===== config.mk =====
export PLATFORM = sky130hd
export DESIGN_NAME = ramp_pwm_generator
export DESIGN_NICKNAME = d
export VERILOG_FILES = /design/src/rtl/ramp_pwm_generator.sv
export SDC_FILE = /design/constraint.sdc
export NUM_CORES = 1
export LEC_CHECK = 0
export ABC_AREA = 1
export CORE_MARGIN = 3
export CORE_UTILIZATION = 54
export DETAILED_ROUTE_END_ITERATION = 12
export PLACE_DENSITY = 0.76
export SETUP_SLACK_MARGIN = 0.3
export SYNTH_ARGS = -nofsm -noshare
export SYNTH_HDL_FRONTEND = slang
export SYNTH_SLANG_ARGS = --single-unit

===== constraint.sdc =====
create_clock -name clk -period 2.1 [get_ports clk]
set_input_delay 0.21 -clock clk [delete_from_list [all_inputs] [get_ports clk]]
set_output_delay 0.21 -clock clk [all_outputs]
set_load 0.01 [all_outputs]

===== src/rtl/ramp_pwm_generator.sv =====
// PWM ramp source for the ramp ADC: steps an 8-bit duty code every SETTLE_PERIODS
// PWM periods, as a sawtooth or triangle sweep, and flags step and sweep boundaries.
module ramp_pwm_generator #(
   parameter int unsigned SETTLE_PERIODS = 4
) (
   input  logic       clk,
   input  logic       reset,
   input  logic       enable,
   input  logic       ramp_mode,
   output logic       pwm_out,
   output logic [7:0] duty_cycle,
   output logic       step_strobe,
   output logic       sweep_done
);

   localparam int unsigned SETTLE_W = (SETTLE_PERIODS > 1) ? $clog2(SETTLE_PERIODS) : 1;
   localparam logic [SETTLE_W-1:0] SETTLE_LAST = SETTLE_W'(SETTLE_PERIODS - 1);
   localparam logic [SETTLE_W-1:0] SETTLE_ONE  = SETTLE_W'(1);

   logic [7:0]          pwm_cnt;
   logic [SETTLE_W-1:0] settle_cnt;
   logic                dir;
   logic                mode_q;

   logic                period_end;
   logic                settle_done;
   logic                step_now;
   logic [7:0]          duty_next;
   logic                dir_next;
   logic                sweep_next;

   assign period_end  = enable & (pwm_cnt == 8'hFF);
   assign settle_done = (settle_cnt == SETTLE_LAST);
   assign step_now    = period_end & settle_done;

   // Next ramp code; only committed at a step, so it can be computed every cycle.
   always_comb begin
      duty_next  = duty_cycle + 8'd1;
      dir_next   = dir;
      sweep_next = 1'b0;
      if (!mode_q) begin
         sweep_next = (duty_cycle == 8'hFF);
      end else if (dir) begin
         if (duty_cycle == 8'hFE) begin
            dir_next = 1'b0;
         end
      end else begin
         duty_next = duty_cycle - 8'd1;
         if (duty_cycle == 8'h01) begin
            dir_next   = 1'b1;
            sweep_next = 1'b1;
         end
      end
   end

   always_ff @(posedge clk) begin
      if (reset) begin
         pwm_cnt     <= 8'd0;
         settle_cnt  <= '0;
         duty_cycle  <= 8'd0;
         pwm_out     <= 1'b0;
         step_strobe <= 1'b0;
         sweep_done  <= 1'b0;
         dir         <= 1'b1;
         mode_q      <= ramp_mode;
      end else if (!enable) begin
         pwm_out     <= 1'b0;
         step_strobe <= 1'b0;
         sweep_done  <= 1'b0;
      end else begin
         pwm_out     <= (pwm_cnt < duty_cycle);
         pwm_cnt     <= pwm_cnt + 8'd1;
         step_strobe <= step_now;
         sweep_done  <= step_now & sweep_next;
         if (period_end) begin
            if (settle_done) begin
               settle_cnt <= '0;
               duty_cycle <= duty_next;
               // Mode changes are only accepted at duty 0, so a sweep is never cut short.
               if (sweep_next) begin
                  dir    <= 1'b1;
                  mode_q <= ramp_mode;
               end else begin
                  dir    <= dir_next;
               end
            end else begin
               settle_cnt <= settle_cnt + SETTLE_ONE;
            end
         end
      end
   end

endmodule


==> impl_metrics.json <==
{
  "outcome": "completed",
  "crit_fanout": 11,
  "maxCapViolCount": 0,
  "wl_per_cell_um": 12.69,
  "first_pass_iters": 4,
  "drtIter0Drc": 167,
  "pwr-share-seq": 0.635,
  "mappedNetlistArea_um2": 1634,
  "dp.cells": 284,
  "synth_xor_xnor_area_share": 0.005360,
  "stdcell_count": 288,
  "grt_max_degree": 14,
  "clkTransAtPathRegs_ps": 130,
  "crit_path_cell_trace": "clkdlybuf4s50_1",
  "min_path_type": "in -> reg",
  "swShare": 0.2463,
  "io_buffers": 14,
  "period_minus_slack_ps": 1673,
  "ant_nets": 0,
  "power.internal_uw": 536.1,
  "die_area_um2": 3722,
  "maxSlewHeadroom": 0.7791,
  "grt_use_total": 0.2290,
  "grt_pass1_wl_um": 6382,
  "grt-ovfl-total": 0,
  "slew_violations": 0,
  "clkPwrFrac": 0.295,
  "num_antenna_cells": 0,
  "synth_top_family_by_area": "simple AND/OR/NAND/NOR gates",
  "synth_compound_area_frac": 0.08729,
  "tightest_slew_ps": 330.9,
  "finalPower_uw": 711.3,
  "rows": 19,
  "core_area_um2": 2829,
  "synth_cell_types": 30,
  "ys_seq_area_frac": 0.2879,
  "clock_sink_count": 23,
  "gp_congestion": 0.9262,
  "ys_ff_latch": 23,
  "die_h_um": 61.01,
  "max_clock_freq_mhz": 597.9,
  "min_period_over_period": 0.7964,
  "cp_num_buf_inv": 1,
  "antenna_found_initial": 0,
  "cpMaxStageDelayCell": "clkdlybuf4s50_1",
  "syn_to_final_growth_pct": 11.56,
  "tritoncts": "done",
  "yosys_warnings": 0,
  "cp-start-kind": "register",
  "worst_setup_path_end_kind": "primary output",
  "p_switching_uw": 175.2,
  "dp_hpwl_um": 2912,
  "path_class": "reg -> out",
  "avgSynthCellArea_um2": 6.752,
  "htreeDepth": 1,
  "cts_buffer_depth": 2,
  "synthMuxAreaShare": 0,
  "start_util": 0.5776,
  "synthCells": 242,
  "clk_latency_ps": 320,
  "syn-num-nets": 259,
  "ir_worst_vdd_v": 0.0003085,
  "crit_path_max_incr_delay_ps": 600,
  "synth-simple-area-share": 0.4158,
  "fin_util": 0.6444,
  "hold_viol_final": 0,
  "combPwrFrac": 0.070,
  "fin_skew_ps": 6.848,
  "placed_cell_area_um2": 1794,
  "fp.dieW_um": 61.01,
  "root_buffer": "clkbuf_4",
  "cp.arrival_ps": 1460,
  "worstPathRequired_ps": 1890,
  "num_vias": 1550,
  "synth_fa_ha_area_frac": 0.09954,
  "critical_path.top_delay_family": "buffers and inverters",
  "finalSetupViolCount": 0,
  "power_leakage_uw": 0.0008694,
  "grt_pass1_vias": 1461,
  "rsz0062_at_grt": "no",
  "drc": 0,
  "power_density_nw_per_um2": 390.2,
  "wl_um": 3654,
  "nets": 275,
  "tns_ps": 0,
  "io_pins": 15,
  "drt-vias-per-instance": 5.382,
  "drive_above_1_share": 0.1128,
  "numCtsBuffers": 3,
  "postLayoutCellArea_um2": 1823
}
-- layout by cell type, fill, tap and decap left out --
| master | instances |
|---|---|
| ha_1 | 13 |
| o21ai_0 | 8 |
| dfxtp_2 | 1 |
| nand2_1 | 63 |
| a21oi_2 | 2 |
| a21oi_1 | 13 |
| nor2_2 | 4 |
| buf_4 | 2 |
| a31oi_1 | 1 |
| nand4_1 | 5 |
| nand4_4 | 1 |
| nand2_2 | 3 |
| nor2_8 | 2 |
| nor3_1 | 4 |
| clkbuf_4 | 3 |
| nor2_1 | 24 |
| inv_1 | 29 |
| clkinv_4 | 1 |
| xor2_1 | 1 |
| edfxtp_1 | 1 |
| nand3_1 | 27 |
| clkinv_2 | 1 |
| o21ai_1 | 1 |
| nor3_2 | 1 |
| nand3_2 | 1 |
| nor4_1 | 2 |
| dfxtp_1 | 21 |
| inv_2 | 5 |
| nor2_4 | 1 |
| o31a_1 | 1 |
| nand3_4 | 1 |
| clkdlybuf4s50_1 | 14 |
-- path summary, 6_finish.rpt --
path / start / endpoint / slack (ps) / cells past startpoint
max: duty_cycle[4] / duty_cycle[4] / 430 / 1
min: ramp_mode / mode_q / 440 / 1
max reg2reg: pwm_cnt[1] / mode_q / 450 / 7
min reg2reg: dir / dir / 510 / 2
-- repair_timing --
action                                  in CTS  in global routing
hold endpoints to repair                     0                  0
setup buffers                                0                  0
gates resized for setup                      0                  1
endpoints found under the setup margin       0                  1
hold buffers                                 0                  0
-- cells in the mapped netlist (all sizes together) --
cell    instances  area [um^2]
nand3          29        162.7
inv            34        127.6
nor4            2        12.51
nand4           6        52.55
nor2           31        166.4
clkinv          1        8.760
buf             5        33.78
edfxtp          1        30.03
o21ai           9        45.04
ha             13        162.7
a31oi           1        6.260
a21oi          15        82.58
nand2          66        255.3
dfxtp          22        440.4
o31a            1        8.760
xor2            1        8.760
nor3            5        30.03
-- through the flow --
stage | hold WS [ps] | setup WS, ps
after CTS | 428.5 | 356.0
after global placement | 471.3 | 413.2
after detailed placement | 495.6 | 380.1
final | 441.9 | 427.5
after global routing | 434.5 | 329.9
after floorplan | 308.9 | 628.7
-- cell families (layout without fill, tap and decap cells) --
kind of cell    count (synthesis)  count (layout)
buf+inv                        40              55
xor+xnor                        1               1
simple gates                  139             139
flops                          23              23
fa+ha+maj                      13              13
compound gates                 26              26
-- cell type report --
cell class                      instances  area, um^2
Sequential cell                        23       471.7
Tap cell                               31       38.79
Clock buffer                            3       22.52
Clock inverter                          1       5.005
Inverter                               35       136.4
Fill cell                             280        1006
Multi-Input combinational cell        179       993.5
Timing Repair Buffer                   16       155.1
-- power groups by stage --
stage,registers [uW],logic [uW],clock network (uW)
2_1_floorplan,460,33.3,0
4_1_cts,451,49.9,220
5_1_grt,453,56.1,241
3_3_place_gp,461,48.2,0
3_5_place_dp,461,49.7,0
6_report,452,49.5,210
-- flip-flops by register name, summed over array words and instances (netlist names) --
name / count
duty_cycle: 8
dir: 1
settle_cnt: 2
pwm_out: 1
sweep_done: 1
mode_q: 1
pwm_cnt: 8
step_strobe: 1
-- metal layers --
metal / vias to the layer above / global-route usage / part of all wire
li1: 813 / - / -
met1: 693 / 0.3028 / 0.47
met2: 38 / 0.3817 / 0.48
met3: 6 / 0.03145 / 0.036
met4: 0 / 0.08359 / 0.015
met5: - / 0 / 0
Power figures use the tool's default switching activity.
